<file path="src/rtl/regfile_pkg.sv">
// Shared constants and write-source priority for the register file.
// The bus write port outranks the ALU write-back port.
package regfile_pkg;

    localparam int DEFAULT_WIDTH     = 8;
    localparam int DEFAULT_REG_COUNT = 4;

    typedef enum logic [1:0] {
        SRC_NONE = 2'd0,
        SRC_BUS  = 2'd1,
        SRC_ALU  = 2'd2
    } wr_src_e;

    // Both enables are active-low; the bus wins when both are asserted.
    function automatic wr_src_e wr_src_sel(input logic bus_nwe, input logic alu_nwe);
        if (!bus_nwe)
            return SRC_BUS;
        else if (!alu_nwe)
            return SRC_ALU;
        else
            return SRC_NONE;
    endfunction

endpackage

</file>
<file path="src/rtl/regfile_incdec.sv">
// Combinational increment/decrement of one register value.
// The wrap flag marks an increment from all-ones or a decrement from zero.
module regfile_incdec #(
    parameter int WIDTH = 8
) (
    input  logic [WIDTH-1:0] value,
    input  logic             dec,
    output logic [WIDTH-1:0] next_value,
    output logic             wrap
);

    always_comb begin
        next_value = value + WIDTH'(1);
        wrap       = &value;
        if (dec) begin
            next_value = value - WIDTH'(1);
            wrap       = ~|value;
        end
    end

endmodule

</file>
<file path="src/rtl/regfile_n.sv">
// REG_COUNT x WIDTH register file: bus/ALU addressed writes, two ALU read
// ports, one bus read port and in-place inc/dec with a registered wrap flag.
module regfile_n
    import regfile_pkg::*;
#(
    parameter int WIDTH     = DEFAULT_WIDTH,
    parameter int REG_COUNT = DEFAULT_REG_COUNT,
    parameter int ADDR_W    = $clog2(REG_COUNT)
) (
    input  logic                       i_clk,
    input  logic                       i_nReset,
    input  logic [WIDTH-1:0]           i_bus,
    output logic [WIDTH-1:0]           o_bus,
    output logic                       o_busNOE,
    input  logic                       i_ctrlBusNWE,
    input  logic                       i_ctrlAluNWE,
    input  logic [ADDR_W-1:0]          i_ctrlWrAddr,
    input  logic [WIDTH-1:0]           i_aluResult,
    input  logic [ADDR_W-1:0]          i_ctrlAluSelA,
    input  logic [ADDR_W-1:0]          i_ctrlAluSelB,
    output logic [WIDTH-1:0]           o_aluA,
    output logic [WIDTH-1:0]           o_aluB,
    input  logic [ADDR_W-1:0]          i_ctrlBusSel,
    input  logic                       i_ctrlBusNOE,
    input  logic                       i_ctrlIncNE,
    input  logic                       i_ctrlDecNE,
    input  logic [ADDR_W-1:0]          i_ctrlIdAddr,
    output logic                       o_idWrap,
    output logic [REG_COUNT*WIDTH-1:0] o_dbgRegs
);

    logic [WIDTH-1:0] regs [REG_COUNT];
    logic             id_wrap;

    wr_src_e          wr_src;
    logic [WIDTH-1:0] wr_data;
    logic             wr_in_range;
    logic             wr_en;

    logic [WIDTH-1:0] alu_a;
    logic [WIDTH-1:0] alu_b;
    logic [WIDTH-1:0] bus_rd;
    logic [WIDTH-1:0] id_cur;
    logic             id_in_range;
    logic             id_req;
    logic             id_en;
    logic [WIDTH-1:0] id_next;
    logic             id_wrap_next;

    // Selects that match no register leave the defaults, so out-of-range reads give 0.
    always_comb begin
        alu_a       = '0;
        alu_b       = '0;
        bus_rd      = '0;
        id_cur      = '0;
        wr_in_range = 1'b0;
        id_in_range = 1'b0;
        for (int k = 0; k < REG_COUNT; k++) begin
            if (i_ctrlAluSelA == ADDR_W'(k)) alu_a = regs[k];
            if (i_ctrlAluSelB == ADDR_W'(k)) alu_b = regs[k];
            if (i_ctrlBusSel  == ADDR_W'(k)) bus_rd = regs[k];
            if (i_ctrlIdAddr  == ADDR_W'(k)) begin
                id_cur      = regs[k];
                id_in_range = 1'b1;
            end
            if (i_ctrlWrAddr == ADDR_W'(k)) wr_in_range = 1'b1;
        end
    end

    always_comb begin
        wr_src  = wr_src_sel(i_ctrlBusNWE, i_ctrlAluNWE);
        wr_data = '0;
        case (wr_src)
            SRC_BUS: wr_data = i_bus;
            SRC_ALU: wr_data = i_aluResult;
            default: wr_data = '0;
        endcase
        wr_en  = (wr_src != SRC_NONE) && wr_in_range;
        id_req = i_ctrlIncNE ^ i_ctrlDecNE;
        // A write to the same register discards the inc/dec entirely, wrap flag included.
        id_en  = id_req && id_in_range && !(wr_en && (i_ctrlWrAddr == i_ctrlIdAddr));
    end

    regfile_incdec #(
        .WIDTH(WIDTH)
    ) u_incdec (
        .value      (id_cur),
        .dec        (~i_ctrlDecNE),
        .next_value (id_next),
        .wrap       (id_wrap_next)
    );

    always_ff @(posedge i_clk or negedge i_nReset) begin
        if (!i_nReset) begin
            for (int k = 0; k < REG_COUNT; k++) regs[k] <= '0;
            id_wrap <= 1'b0;
        end else begin
            for (int k = 0; k < REG_COUNT; k++) begin
                if (wr_en && (i_ctrlWrAddr == ADDR_W'(k)))
                    regs[k] <= wr_data;
                else if (id_en && (i_ctrlIdAddr == ADDR_W'(k)))
                    regs[k] <= id_next;
            end
            if (id_en) id_wrap <= id_wrap_next;
        end
    end

    assign o_aluA   = alu_a;
    assign o_aluB   = alu_b;
    assign o_bus    = i_ctrlBusNOE ? '0 : bus_rd;
    assign o_busNOE = i_ctrlBusNOE;
    assign o_idWrap = id_wrap;

    for (genvar k = 0; k < REG_COUNT; k++) begin : g_dbg
        assign o_dbgRegs[k*WIDTH +: WIDTH] = regs[k];
    end

endmodule

</file>
<file path="config.mk">
export PLATFORM = sky130hd
export DESIGN_NAME = regfile_n
export DESIGN_NICKNAME = d
export VERILOG_FILES = /design/src/rtl/regfile_pkg.sv /design/src/rtl/regfile_incdec.sv /design/src/rtl/regfile_n.sv
export SDC_FILE = /design/constraint.sdc
export NUM_CORES = 1
export LEC_CHECK = 0
export CAP_MARGIN = 0
export CORE_MARGIN = 8
export CORE_UTILIZATION = 51
export CTS_BUF_LIST = sky130_fd_sc_hd__clkbuf_16
export DETAILED_ROUTE_END_ITERATION = 10
export PLACE_DENSITY = 0.87
export SLEW_MARGIN = 40
export SYNTH_ARGS = -nofsm -noshare
export SYNTH_HDL_FRONTEND = slang
export SYNTH_SLANG_ARGS = --single-unit
</file>
<file path="constraint.sdc">
create_clock -name i_clk -period 4.6 [get_ports i_clk]
set_clock_uncertainty 0.1 [all_clocks]
set_input_delay 0.92 -clock i_clk [delete_from_list [all_inputs] [get_ports i_clk]]
set_output_delay 0.92 -clock i_clk [all_outputs]
set_load 0.02 [all_outputs]
</file>
Yosys cells after proc, flatten, opt, wreduce, memory -nomap -nowiden
Cells that the tools add are included.
- add/sub/neg operators: 2
- equal/unequal tests: 18
- mux-type cells: 38
- bitwise logic cells: 1
- reduce and logical (&&, ||, !) cells: 26
- operators with widths (kind ; count):
    two-way mux 8 bit ; 26
    == test 2 bit (second input constant) ; 11
    case mux 8 bit (2 select lines) ; 1
    == test 2 x 1 -> 1 bit (second input constant) ; 6
    logical AND 1 bit ; 12
    logical NOT 2 bit ; 5
    nonzero test 2 bit ; 5
    two-way mux 1 bit ; 9
    adder 8 x 1 -> 8 bit (second input constant) ; 1
    AND reduction 8 bit ; 1
    OR reduction 8 bit ; 1
    subtractor 8 x 1 -> 8 bit (second input constant) ; 1
    two-way mux 2 bit ; 2
    == test 2 bit ; 1
    logical NOT 1 bit ; 2
    XOR 1 bit ; 1
- bits in registers: 33
- input bits: 33
- output and inout port bits: 58

Logic depth before layout (Yosys ltp)
- depth after elaboration: 12
- depth in mapped cells: 9
- depth with buffers taken out: 7

Hierarchy
Synthesis repeated with hierarchy kept, for this count alone.
- cells, all modules: 324
- area total of the unflattened synthesis: 3275.6 sq um
- modules (own cells, without submodules) (module ; instances ; cells each ; area an instance (sq um) ; sequential area each (sq um)):
    regfile_n ; 1 ; 276 ; 2912.8 ; 825.8
    regfile_incdec ; 1 ; 48 ; 362.8 ; 0.0

Least setup slack after synthesis
No wires, ideal clock.
- kind: input port to flip-flop
- from: input i_ctrlIdAddr[0]
- to: register regs, in the netlist o_dbgRegs[30]
- arrival time: 3118 ps
- setup slack: 1229 ps
- stages on the path: 8
- buffers on the path: 1
- cell sequence: buf_6 -> mux4_1 -> fa_1 -> a21o_1 -> a21oi_1 -> nor2_1 -> a311oi_1 -> o221ai_1
- longest elaborated chain between the ends: 9
- elaborated cells between the ends (all ways): 24
- RTL lines (what ; RTL line ; text):
    from (decl) ; regfile_n.sv:27 ; input logic [ADDR_W-1:0] i_ctrlIdAddr,
    logical NOT 2 bit ; regfile_n.sv:62 ; if (i_ctrlIdAddr == ADDR_W'(k)) begin
    two-way mux 8 bit / two-way mux 1 bit (equally long branches) (4 in a row) ; regfile_n.sv:62 ;
    subtractor 8 x 1 -> 8 bit, or another cell as far along ; regfile_incdec.sv:16 ; next_value = value - WIDTH'(1);
    two-way mux 8 bit / logical AND 1 bit (equally long branches) ; regfile_incdec.sv:15, regfile_n.sv:81 ;
    two-way mux 8 bit / logical AND 1 bit (equally long branches) ; regfile_n.sv:101 ; else if (id_en && (i_ctrlIdAddr == ADDR_W'(k)))
    two-way mux 8 bit / nonzero test 2 bit (equally long branches) ; - ;
    to (signal, indexed assignment) ; regfile_n.sv:100 ; regs[k] <= wr_data;
    to (signal, indexed assignment) ; regfile_n.sv:102 ; regs[k] <= id_next;
    to (decl) ; regfile_n.sv:32 ; logic [WIDTH-1:0] regs [REG_COUNT];
Parallel ways exist; a longest one is shown, timed or not. The select of a mux whose other input is x is not followed.
A chain may end at the register's enable or synchronous reset.

Worst setup path in the final report
- from: input i_ctrlAluSelA[0]
- to: output o_aluA[1]
- longest elaborated chain between the ends: 5
- elaborated cells between the ends (all ways): 8
- RTL lines (what ; RTL line ; text):
    from (decl) ; regfile_n.sv:19 ; input logic [ADDR_W-1:0] i_ctrlAluSelA,
    logical NOT 2 bit ; regfile_n.sv:59 ; if (i_ctrlAluSelA == ADDR_W'(k)) alu_a = regs[k];
    two-way mux 8 bit (3 in a row) ; regfile_n.sv:59 ;
    two-way mux 8 bit (*) ; regfile_n.sv:59 ;
    to (decl) ; regfile_n.sv:21 ; output logic [WIDTH-1:0] o_aluA,
Mark *: on every way between the ends. The rest lies on a longest branch, timed or not.

==> key figures <==
Logic synthesis
  – Synth top area share: 29.3%
  – Cell taking the most area after synthesis: dfrtp_1
  – Register area share after synthesis: 29.3%
  – Post-Syn Area per Cell: 10.7 um^2
  – Count leader, synth: dfrtp_1
  – Unique cell type count in the Yosys netlist: 42
  – Syn Inst Count: 264
  – Syn. warnings: 0
  – Synth top cells by count: 33 x dfrtp_1, 30 x nand2_1, 28 x mux4_2
  – Flops & latches, synth: 33
  – Number of flops mapped to enable cells by yosys: 0
  – Post-synth top flop: dfrtp_1
  – Post-synthesis net count: 304
  – Mapped cell area: 2820 um^2
  – Synth async-reset ratio: 100%
  – Top cells by area in the synthesized netlist: dfrtp_1 29%, mux4_2 22%, o221ai_1 4.3%, nand2_1 4.0%, mux4_1 3.7%

Clock tree
  – TritonCTS buffer count: 5
  – Post-CTS sizing: 0
  – CTS tree: built
  – Clk root buf: clkbuf_16
  – Postcts setup bufs: 0
  – Clock sinks: 33
  – Clock transition at path regs: 50 ps
  – Clock Latency Late Sink: 280 ps
  – H-tree Lvls: 2
  – Cts hold-fix bufs: 0
  – Clock buffer depth: 2

Setup path
  – Critical path's slowest cell: clkdlybuf4s50_1
  – Most numerous cell on the critical path: clkdlybuf4s50_1
  – Crit Path Class: input port to output pin
  – Worst path cell trace: clkdlybuf4s50_1 -> mux4_2 -> clkdlybuf4s50_1
  – Critical Path RT: 3580 ps
  – CP max stage delay: 940 ps
  – Crit Path Max Fanout: 8
  – Setup crit end kind: output pin
  – Crit path launch type: input port
  – Critical path arrival: 3030 ps
  – Worst R2R Path Depth: 8

Final layout
  – Nets: 393
  – Layout area overhead: 39.7%
  – N_diodes: 0
  – Final Instance Count excl. Fillers: 426
  – Fin area: 3940 um^2
  – Layout cells sized above 1: 15.8%

Hold path
  – Hold path depth: 1
  – Worst min path class: register to register

Global routing
  – Initial antenna violation count: 0
  – Pin count of the biggest net entering global routing: 34
  – Gr usage total: 25.1%
  – First-pass GRT wire length: 16.4 mm
  – Number of global-route vias before repair: 2995
  – Grt ovf: 0

Route
  – Vias per inst: 6.89
  – DR pass1 iterations: 5
  – WL/cell: 23.9 um
  – DRT Wirelength: 10.2 mm
  – Drt drc: 0
  – Post-route antenna net violation count: 0
  – Vias: 2937
  – DRT iter0 DRCs: 372

Flow run
  – Max-cap violations: 0

Pwr
  – Leakage power: 1.55 nW
  – Pwr/cell area: 553 nW/um^2
  – Peak supply drop: 0.000343 V
  – Combinational share of power: 60.4%
  – Clk pwr share: 14.2%
  – Psw: 0.941 mW
  – Share of power burned in registers: 25.3%
  – Int Pwr: 1.24 mW
  – Switching Fraction: 43.2%

Floorplan
  – Die Span Y: 90.4 um
  – Die Wd: 90.4 um
  – Initial Util: 51.9%
  – Die ar.: 8160 um^2
  – Core ar.: 5440 um^2
  – Io pins: 91
  – Rows: 27

Placement
  – Placed instance area: 3800 um^2
  – Placed insts: 418
  – Dpl hpwl: 7.51 mm
  – GPL Wtd Cong: 0.941
  – Setup WS pre-CTS: 398 ps
  – Port Buf Inserts: 90

STA
  – Tightest Pin Transition: 851 ps
  – Minimum clock period: 4050 ps
  – Setup_tns: 0 ps
  – Final worst path period share: 88.0%
  – Slew Limit Headroom: 43.0%
  – Maximum clock frequency: 247 MHz
  – Final WS setup: 550 ps
  – RSZ-0062 raised after global routing: no
  – Final Hold Fails: 0
  – Pins over their slew limit: 0
  – # setup viols final: 0
  – Hold Worst Slack: 440 ps

Run status
  – Status: finished, final reports clean
==> through the flow <==
stage / util, % / total power [mW]
finish: 72.4 / 2.18
global route: 72.4 / 2.27
CTS: 72.4 / 2.17
detailed placement: 69.9 / 1.84
global placement: 69.9 / 1.81
floorplan: - / 1.27
==> routing by layer <==
layer	vias to the layer above	share of wire [%]	wire length, um	global-route usage [%]
met5	-	0	0	0
met4	0	3.1	315	13.5
met3	26	10	1040	6.65
met2	236	48	4930	39.0
met1	1442	38	3910	31.3
li1	1233	-	-	-
==> cell families (layout without fill, tap and decap cells) <==
group,Yosys count,count (layout),synth area share (%)
flops,33,33,29.3
compound gates,65,65,18.2
xor+xnor,8,8,2.48
mux,34,34,26.8
fa+ha+maj,7,7,3.37
simple gates,88,88,15.4
buf+inv,29,119,4.52
==> final timing paths <==
check / startpoint / end / slack, ps
setup / recovery: i_ctrlAluSelA[0] / o_aluA[1] / 550
hold / removal: o_idWrap / o_idWrap / 440
setup reg to reg: o_dbgRegs[9] / o_dbgRegs[22] / 1610
hold reg to reg: o_idWrap / o_idWrap / 440
max in group asynchronous: i_nReset / o_dbgRegs[0] / 3130
min in group asynchronous: i_nReset / o_dbgRegs[22] / 960
==> state kept, by name (all words and copies together), names as in the netlist <==
signal	count
o_dbgRegs	32
o_idWrap	1
==> layout by cell type (no fill, tap or decap), types with 2 or more instances in the layout <==
cell / count
xnor2_1: 6
a21oi_1: 9
and3_1: 2
nor2_1: 17
o221a_2: 8
nor3_1: 3
mux4_1: 4
clkdlybuf4s50_1: 90
xor2_1: 2
mux2i_1: 2
clkbuf_16: 5
inv_1: 14
nand2_1: 30
ha_1: 6
mux4_2: 28
buf_4: 10
a22oi_1: 2
a311oi_1: 2
nor3b_1: 3
dfrtp_1: 33
nand3_1: 9
o21ai_0: 9
o221ai_1: 14
a221o_1: 7
a31oi_1: 7
nor2b_1: 16
==> final cells by class <==
type | instances | area, um^2
Inverter | 11 | 41.3
Multi-Input combinational cell | 202 | 1870
Clock buffer | 5 | 125
Clock inverter | 3 | 11.3
Sequential cell | 33 | 826
Timing Repair Buffer | 100 | 976
Tap cell | 72 | 90.1
Fill cell | 368 | 1500
==> critical path, delay by kind of cell <==
kind,cells,cell delay [ps]
muxes,1,590
buffers and inverters,2,1510
==> power by group through the flow <==
| stage | sequential [mW] | combinational, mW | clock (mW) |
|---|---|---|---|
| after floorplan | 0.616 | 0.652 | 0 |
| after global placement | 0.547 | 1.26 | 0 |
| after detailed placement | 0.550 | 1.29 | 0 |
| after CTS | 0.546 | 1.31 | 0.312 |
| after global routing | 0.568 | 1.38 | 0.327 |
| final | 0.552 | 1.32 | 0.310 |
Note: power is estimated with default switching activity, not from simulation.
